==> config.mk <==
export PLATFORM = sky130hd
export DESIGN_NAME = i2c_slave_byte_ctrl
export DESIGN_NICKNAME = d
export VERILOG_FILES = /design/src/rtl/i2c_slave_byte_ctrl.sv
export SDC_FILE = /design/constraint.sdc
export NUM_CORES = 1
export LEC_CHECK = 0
export BUFFER_PORTS_ARGS = -buffer_cell sky130_fd_sc_hd__buf_2
export CORE_MARGIN = 3
export CORE_UTILIZATION = 45
export DETAILED_ROUTE_END_ITERATION = 12
export PLACE_DENSITY_LB_ADDON = 0.3
export REMOVE_ABC_BUFFERS = 1
export SETUP_SLACK_MARGIN = 0.02
export SYNTH_ARGS = -nofsm -noshare
export SYNTH_HDL_FRONTEND = slang
export SYNTH_SLANG_ARGS = --single-unit
==> constraint.sdc <==
create_clock -name clk -period 1.6 [get_ports clk]
set_input_delay 0.08 -clock clk [delete_from_list [all_inputs] [get_ports clk]]
set_output_delay 0.08 -clock clk [all_outputs]
set_load 0.02 [all_outputs]
==> src/rtl/i2c_slave_byte_ctrl.sv <==
// i2c_slave_byte_ctrl: byte-level I2C slave engine behind the SDA/SCL synchroniser.
// Performs 7-bit address match, receives write bytes with ACK/NACK and sends read bytes.
// sda_o/scl_o are open-drain enables: 1 releases the line, 0 pulls it low.
// Optional clock stretching on read underrun: define I2C_SLV_CLK_STRETCH_EN.
module i2c_slave_byte_ctrl #(
  parameter logic [6:0] SLV_ADDR = 7'h50
) (
  input  logic       clk,
  input  logic       rstn,
  input  logic       sta_det,
  input  logic       sto_det,
  input  logic       scl_rising,
  input  logic       scl_faling,
  input  logic       sda_i,
  output logic       sda_o,
  output logic       scl_o,
  output logic       addr_hit,
  output logic       rw,
  output logic [7:0] rx_data,
  output logic       rx_valid,
  input  logic       rx_ack_en,
  input  logic [7:0] tx_data,
  input  logic       tx_valid,
  output logic       tx_load,
  output logic       tx_underrun
);

  typedef enum logic [2:0] {
    IDLE     = 3'd0,
    ADDR     = 3'd1,
    ADDR_ACK = 3'd2,
    WR_DATA  = 3'd3,
    WR_ACK   = 3'd4,
    RD_DATA  = 3'd5,
    WAIT     = 3'd6
  } state_t;

  state_t     state_r;
  logic [3:0] bit_cnt_r;   // scl_rising index within the 9-clock frame
  logic [7:0] shift_r;     // RX: bits shifted in; TX: shift_r[7] is the next bit to drive
  logic       ack_r;       // ACK decision taken for the last write byte
  logic       load_pt_s;   // this clk is a LOAD point (or a pending stretched LOAD)

`ifdef I2C_SLV_CLK_STRETCH_EN
  logic scl_r;
  logic stretch_r;         // SCL held low waiting for tx_valid
  assign scl_o = scl_r;
`else
  assign scl_o = 1'b1;
`endif

  // Detect a LOAD point: the SCL fall ending an ACK clock ahead of a read byte
  always_comb begin
    load_pt_s = 1'b0;
    if (scl_faling && (bit_cnt_r == 4'd0) &&
        (((state_r == ADDR_ACK) && rw) || (state_r == RD_DATA))) begin
      load_pt_s = 1'b1;
    end else begin
      load_pt_s = 1'b0;
    end
`ifdef I2C_SLV_CLK_STRETCH_EN
    if (stretch_r) begin
      load_pt_s = 1'b1;
    end else begin
      load_pt_s = load_pt_s;
    end
`endif
  end

  // Protocol FSM: START/STOP handling, LOAD, address match, RX and TX bit sequencing
  always_ff @(posedge clk) begin
    if (!rstn) begin
      state_r     <= IDLE;
      bit_cnt_r   <= 4'd0;
      shift_r     <= 8'h00;
      ack_r       <= 1'b0;
      sda_o       <= 1'b1;
      addr_hit    <= 1'b0;
      rw          <= 1'b0;
      rx_data     <= 8'h00;
      rx_valid    <= 1'b0;
      tx_load     <= 1'b0;
      tx_underrun <= 1'b0;
`ifdef I2C_SLV_CLK_STRETCH_EN
      scl_r       <= 1'b1;
      stretch_r   <= 1'b0;
`endif
    end else begin
      rx_valid    <= 1'b0;
      tx_load     <= 1'b0;
      tx_underrun <= 1'b0;
      if (sta_det) begin
        // START wins over a coincident STOP
        state_r   <= ADDR;
        bit_cnt_r <= 4'd0;
        sda_o     <= 1'b1;
        addr_hit  <= 1'b0;
`ifdef I2C_SLV_CLK_STRETCH_EN
        scl_r     <= 1'b1;
        stretch_r <= 1'b0;
`endif
      end else if (sto_det) begin
        state_r   <= IDLE;
        bit_cnt_r <= 4'd0;
        sda_o     <= 1'b1;
        addr_hit  <= 1'b0;
`ifdef I2C_SLV_CLK_STRETCH_EN
        scl_r     <= 1'b1;
        stretch_r <= 1'b0;
`endif
      end else if (load_pt_s) begin
        state_r   <= RD_DATA;
        bit_cnt_r <= 4'd0;
`ifdef I2C_SLV_CLK_STRETCH_EN
        if (tx_valid) begin
          shift_r   <= tx_data;
          sda_o     <= tx_data[7];
          tx_load   <= 1'b1;
          scl_r     <= 1'b1;
          stretch_r <= 1'b0;
        end else begin
          // hold SCL low, SDA untouched, until the byte arrives
          scl_r     <= 1'b0;
          stretch_r <= 1'b1;
        end
`else
        shift_r     <= tx_data;
        sda_o       <= tx_data[7];
        tx_load     <= 1'b1;
        tx_underrun <= ~tx_valid;
`endif
      end else begin
        case (state_r)
          IDLE: begin
            sda_o <= 1'b1;
          end
          ADDR: begin
            if (scl_rising) begin
              shift_r   <= {shift_r[6:0], sda_i};
              bit_cnt_r <= bit_cnt_r + 4'd1;
              if (bit_cnt_r == 4'd7) begin
                // shift_r[6:0] now holds the address, sda_i is R/W
                if (shift_r[6:0] == SLV_ADDR) begin
                  rw      <= sda_i;
                  state_r <= ADDR_ACK;
                end else begin
                  state_r <= WAIT;
                end
              end
            end
          end
          ADDR_ACK: begin
            if (scl_faling && (bit_cnt_r == 4'd8)) begin
              sda_o    <= 1'b0;
              addr_hit <= 1'b1;
            end else if (scl_rising) begin
              bit_cnt_r <= 4'd0;
            end else if (scl_faling) begin
              // write direction; the read direction leaves through load_pt_s
              sda_o   <= 1'b1;
              state_r <= WR_DATA;
            end
          end
          WR_DATA: begin
            if (scl_rising) begin
              shift_r   <= {shift_r[6:0], sda_i};
              bit_cnt_r <= bit_cnt_r + 4'd1;
              if (bit_cnt_r == 4'd7) begin
                rx_data  <= {shift_r[6:0], sda_i};
                rx_valid <= 1'b1;
                state_r  <= WR_ACK;
              end
            end
          end
          WR_ACK: begin
            if (scl_faling && (bit_cnt_r == 4'd8)) begin
              sda_o <= ~rx_ack_en;
              ack_r <= rx_ack_en;
            end else if (scl_rising) begin
              bit_cnt_r <= 4'd0;
            end else if (scl_faling) begin
              sda_o   <= 1'b1;
              state_r <= ack_r ? WR_DATA : WAIT;
            end
          end
          RD_DATA: begin
            if (scl_rising) begin
              if (bit_cnt_r == 4'd8) begin
                // master ACK slot
                bit_cnt_r <= 4'd0;
                if (sda_i) begin
                  state_r <= WAIT;
                  sda_o   <= 1'b1;
                end
              end else begin
                // shifting on the rise moves the next TX bit into shift_r[7]
                shift_r   <= {shift_r[6:0], sda_i};
                bit_cnt_r <= bit_cnt_r + 4'd1;
              end
            end else if (scl_faling) begin
              if (bit_cnt_r == 4'd8) begin
                sda_o <= 1'b1;
              end else begin
                sda_o <= shift_r[7];
              end
            end
          end
          WAIT: begin
            sda_o <= 1'b1;
          end
          default: begin
            state_r <= IDLE;
            sda_o   <= 1'b1;
          end
        endcase
      end
    end
  end

endmodule

==> results of run 1 <==
timing repair:
| item | in CTS | in global routing |
|---|---|---|
| gates cloned | 0 | 2 |
| buffers inserted | 1 | 1 |
| pin swaps | 13 | 4 |
| hold endpoints to repair | 1 | 0 |
| gates resized for setup | 28 | 24 |
| hold buffers | 1 | 0 |
| setup endpoints to repair | 26 | 28 |
worst max-delay path: cells and delay by family, from the launching register on:
family,cells,cell delay (ns)
buffers and inverters,1,0.05
flip-flops,1,0.34
adder cells (fa/ha/maj),1,0.16
AND/OR/NAND/NOR,2,0.64
AO/OA/AOI/OAI,2,0.39
kinds of logic after synthesis:
kind of cell | after synthesis
multiplexers | 9
buffers and inverters | 17
XOR/XNOR | 4
AO/OA/AOI/OAI | 47
adder cells (fa/ha/maj) | 2
flip-flops | 30
AND/OR/NAND/NOR | 80
other | 1
worst paths after layout:
| kind | startpoint | to | slack, ns | cells past startpoint |
|---|---|---|---|---|
| hold / removal | sda_i | rx_data[0] | 0.13 | 3 |
| hold reg to reg | rx_data[4] | rx_data[4] | 0.45 | 2 |
| setup reg to reg | bit_cnt_r[0] | sda_o | -0.11 | 6 |
| setup / recovery | bit_cnt_r[0] | sda_o | -0.11 | 6 |
layer usage:
layer	global-route usage	wire length, um
met1	0.268	2110
met2	0.350	2390
met3	0.0455	267
met4	0.0557	53
met5	0	0
area by class of cell:
cell class | instances | area [sq um]
repair buffers | 76 | 562
fillers | 286 | 1020
multi-input cells | 143 | 1110
clock buffers | 6 | 82.6
well taps | 46 | 57.6
clock inverters | 2 | 12.5
flip-flops and latches | 30 | 604
inverters | 5 | 18.8
flip-flops by register name, summed over array words and instances, names as in the netlist:
signal       count
ack_r            1
addr_hit         1
bit_cnt_r        4
rw               1
rx_data          8
rx_valid         1
sda_o            1
shift_r          8
state_r          3
tx_load          1
tx_underrun      1
placed cells by master, fill, tap and decap left out, types with 8 or more instances in the layout:
| cell | synthesis | layout |
|---|---|---|
| nand3_1 | 9 | 9 |
| buf_4 | 5 | 34 |
| nand2_1 | 22 | 21 |
| buf_6 | 2 | 9 |
| a21oi_1 | 10 | 10 |
| nor2_1 | 14 | 9 |
| dfxtp_1 | 30 | 27 |
| mux2i_1 | 9 | 9 |
| o211a_1 | 8 | 8 |
| buf_2 | 2 | 30 |
through the flow:
stage          cell area [sq um]  setup WS [ns]  hold slack (ns)
6_report                    2450         -0.110            0.128
5_1_grt                     2450         -0.200            0.124
4_1_cts                     2320         -0.103            0.117
3_5_place_dp                2120         -0.166            0.250
3_3_place_gp                2120         -0.109            0.252
2_1_floorplan               1600         -0.375            0.159
power groups by stage:
| stage | sequential [mW] | clock [mW] | combinational (mW) |
|---|---|---|---|
| after floorplan | 0.784 | 0 | 0.0676 |
| after global placement | 0.777 | 0 | 0.164 |
| after detailed placement | 0.777 | 0 | 0.165 |
| after CTS | 0.761 | 0.646 | 0.176 |
| after global routing | 0.762 | 0.686 | 0.212 |
| final | 0.761 | 0.648 | 0.197 |
==> impl_metrics.tcl, run 1 <==
set metrics [dict create \
    die_w_um 67.1 \
    power_density_nw_per_um2 656 \
    grt_pass1_vias 1549 \
    fmaxAchievable_mhz 585 \
    synth_compound_area_frac 0.226 \
    cap_violations 0 \
    post_drt_wl_per_cell_um 15.7 \
    synth_edf_count 0 \
    synthAdderAreaFrac 0.0149 \
    numCtsBuffers 5 \
    synthArstFlopShare 0 \
    seq_area_frac_synth 0.358 \
    ys_ff_latch 30 \
    start_util 0.484 \
    synth_ff_type "dfxtp_1" \
    synth_area_sq_um 1680 \
    htree_levels 2 \
    cts_max_path_buffers 2 \
    period_share 1.07 \
    cpPeakStageDelay_ns 0.42 \
    synth_area_leaders "dfxtp_1 36%, mux2i_1 5.4%, nand2_1 4.9%" \
    drt-total-wl_um 4830 \
    period_needed_ns 1.71 \
    synth_top_family_by_area "simple AND/OR/NAND/NOR gates" \
    postRouteAntennaNets 0 \
    cts-root-buf "clkbuf_8" \
    drc_errors 0 \
    worstPathCellList "inv_2, ha_4, and3b_2, or4_1, a311oi_2, a41oi_1" \
    arrival_ns 1.86 \
    synth.most_common_cell "dfxtp_1" \
    hpwlAfterDp_um 3190 \
    finalSetupViolations 17 \
    core_area_sq_um 3470 \
    cts_tree "built" \
    rows 21 \
    syn_area_per_cell_sq_um 8.83 \
    hold_viol_final 0 \
    ir_drop_mv 0.480 \
    netlist_instances 190 \
    grt_pass1_wl_um 7140 \
    hold_class "in2reg" \
    pwr-share-clk 0.403 \
    rsz0062_at_grt "true" \
    gp_congestion 0.951 \
    clock-skew-final_ns 0.0107 \
    tns_ns -1.20 \
    cp_slowest_cell "or4_1" \
    synth.mux.area_fraction 0.0537 \
    combPwrFrac 0.123 \
    ys.warnings.count 0 \
    synth_area_leader_cell "dfxtp_1" \
    path_class "reg2reg" \
    clk_pin_slew_ns 0.07 \
    worst_setup_path_start_kind "register" \
    port_buffers 30 \
    grt_max_degree 22 \
    layout-drive-gt1-share 0.462 \
    synth.distinct_cells 54 \
    yosys.area_share.simple 0.265 \
    dp_cells 295 \
    drt_iter0_drc 138 \
    synthXorXnorAreaFrac 0.0209 \
    seqPwrFrac 0.474 \
    die-area_sq_um 4500 \
    worstSetupEndpointType "register" \
    synth_top_area_frac 0.358 \
    status "finished with violations" \
    power.total_mw 1.61 \
    clock_sinks 30 \
    setup_ws_ns -0.110 \
    area_growth_pct 45.9 \
    ioPinCount 32 \
    final-max-slew-violation-count 0 \
    leakagePower_nw 1.18 \
    p_int_mw 1.20 \
    synthTopCellsByCount "30 x dfxtp_1, 22 x nand2_1, 14 x nor2_1, 10 x a21oi_1" \
    switching_power_mw 0.408 \
    antenna_cells 0 \
    p_sw_frac 0.254 \
    critPathRequiredTime_ns 1.75 \
    utilization 0.706 \
    vias 1698 \
    crit_fanout 4 \
    grt_antenna_before_repair 0 \
    track_usage 0.209 \
    nets 280 \
    clkLatencyLatePin_ns 0.29 \
    violations "setup timing" \
    overflow 0 \
    dr.pass1.iters 4 \
    fin_cells 308 \
    die_h_um 67.1 \
    vias_per_cell 5.51 \
]
No activity file was read; power rests on OpenSTA's default activity.
==> run 2: changes to the inputs <==
==> constraint.sdc (replaced) <==
create_clock -name clk -period 1.5 [get_ports clk]
set_input_delay 0.075 -clock clk [delete_from_list [all_inputs] [get_ports clk]]
set_output_delay 0.075 -clock clk [all_outputs]
set_load 0.02 [all_outputs]
==> impl_metrics.tcl, run 2 (same netlist as run 1, synthesis figures left out) <==
set metrics [dict create \
    grt_max_degree 22 \
    clkLatencyLatePin_ns 0.29 \
    worstPathCellList "inv_2, ha_4, buf_6, nand4bb_1, o21bai_4, buf_6, mux2i_2, nand2_2, o211a_1" \
    rows 21 \
    hold_viol_final 0 \
    cts-root-buf "clkbuf_8" \
    dpl_cell_area_sq_um 2170 \
    antenna_cells 0 \
    postRouteAntennaNets 0 \
    status "finished with violations" \
    nets 290 \
    overflow 0 \
    rsz0062_at_grt "true" \
    final_cell_mix "43 x buf_4, 31 x buf_2, 25 x dfxtp_1, 16 x nand2_1" \
    drt_iter0_drc 212 \
    die-area_sq_um 4500 \
    crit_fanout 8 \
    clk_pin_slew_ns 0.07 \
    final_cell_area_sq_um 2530 \
    top_regs "rx_data: 8 flops, shift_r: 8 flops, bit_cnt_r: 4 flops" \
    hpwlAfterDp_um 3260 \
    final-max-slew-violation-count 0 \
    drc_errors 0 \
    htree_levels 2 \
    cp_slowest_cell "dfxtp_2" \
    clock-skew-final_ns 0.00655 \
    cts_max_path_buffers 2 \
    fmaxAchievable_mhz 583 \
    layout-drive-gt1-share 0.500 \
    cap_violations 0 \
    post_drt_wl_per_cell_um 16.0 \
    gp_congestion 0.916 \
    clock_sinks 30 \
    leakagePower_nw 1.23 \
    ir_drop_mv 0.714 \
    finalSetupViolations 26 \
    port_buffers 30 \
    multi_input_area_sq_um 1130 \
    path_class "reg2reg" \
    whs_ns 0.112 \
    arrival_ns 1.91 \
    dr.pass1.iters 4 \
    layout_commonest_cell "buf_4" \
    vias_per_cell 5.59 \
    grt_antenna_before_repair 0 \
    die_h_um 67.1 \
    cpPeakStageDelay_ns 0.34 \
    area_growth_pct 51.0 \
    seq_area_sq_um 607 \
    critPathRequiredTime_ns 1.69 \
    core_area_sq_um 3470 \
    crit_top_cell "buf_6" \
    period_share 1.14 \
    start_util 0.484 \
    grt_pass1_wl_um 7820 \
    track_usage 0.236 \
    setup_ws_ns -0.215 \
    period_needed_ns 1.71 \
    die_w_um 67.1 \
    power.total_mw 1.85 \
    ioPinCount 32 \
    fillCellCount 256 \
    vias 1779 \
    worst_setup_path_start_kind "register" \
    power_density_nw_per_um2 730 \
    drt-total-wl_um 5080 \
    grt_pass1_vias 1625 \
    worstSetupEndpointType "register" \
    cts_tree "built" \
    hold_class "in2reg" \
    numCtsBuffers 5 \
    violations "setup timing" \
]
==> run 2: changes by cell type in the layout (fill, tap and decap cells not counted), sizes merged <==
cell / change
buf: +11
clkbuf: -2
bufinv: +1
clkinv: +1
clkinvlp: -1
==> run 2: final cells by class <==
type,count,share of cell area
Timing Repair Buffer,86,0.241
Clock inverter,3,0.0158
Sequential cell,30,0.240
Inverter,5,0.00741
Tap cell,46,0.0227
Clock buffer,5,0.0272
Multi-Input combinational cell,143,0.446
==> run 2: worst paths after layout <==
check / end / cells after the start / start / slack, ns
worst max-delay path: shift_r[3] / 9 / bit_cnt_r[1] / -0.21
worst min-delay path: rx_data[0] / 3 / sda_i / 0.11
worst max register to register: shift_r[3] / 9 / bit_cnt_r[1] / -0.21
worst min register to register: rx_data[1] / 2 / rx_data[1] / 0.45
==> run 2: routing by layer <==
metal | up-vias | GRT usage | part of all wire
met2 | 65 | 0.384 | 0.50
met4 | 0 | 0.0734 | 0.015
met5 | - | 0 | 0
met3 | 9 | 0.0675 | 0.056
met1 | 855 | 0.299 | 0.43
li1 | 850 | - | -
==> run 2: through the flow <==
step	utilization	TNS, ns	instances	setup slack (ns)
final	0.731	-3.04	318	-0.215
after global routing	0.731	-4.93	318	-0.279
after CTS	0.709	-2.38	317	-0.187
after detailed placement	0.626	-4.80	303	-0.275
after global placement	0.626	-3.92	303	-0.217
after floorplan	-	-5.98	178	-0.475
==> run 2: timing repair <==
action | in CTS | in global routing
resized for setup | 40 | 22
endpoints found under the hold margin | 1 | 0
hold buffers | 1 | 0
setup endpoints to repair | 27 | 29
pin swaps | 22 | 12
buffers inserted | 3 | 1
cloned | 2 | 0
==> run 2: worst max-delay path, delay by kind of cell (launching register included) <==
kind,cells,cell delay (ns)
buffers and inverters,3,0.36
DFF,1,0.34
AOI/OAI and AO/OA,2,0.32
muxes,1,0.25
and+or+nand+nor,2,0.19
adders and majority gates,1,0.16
==> run 2: power by group <==
group,internal (mW),switching (mW),total [mW],leakage (nW)
Sequential,0.806,0.00646,0.813,0.245
Clock,0.488,0.328,0.816,0.0579
Combinational,0.110,0.110,0.220,0.929
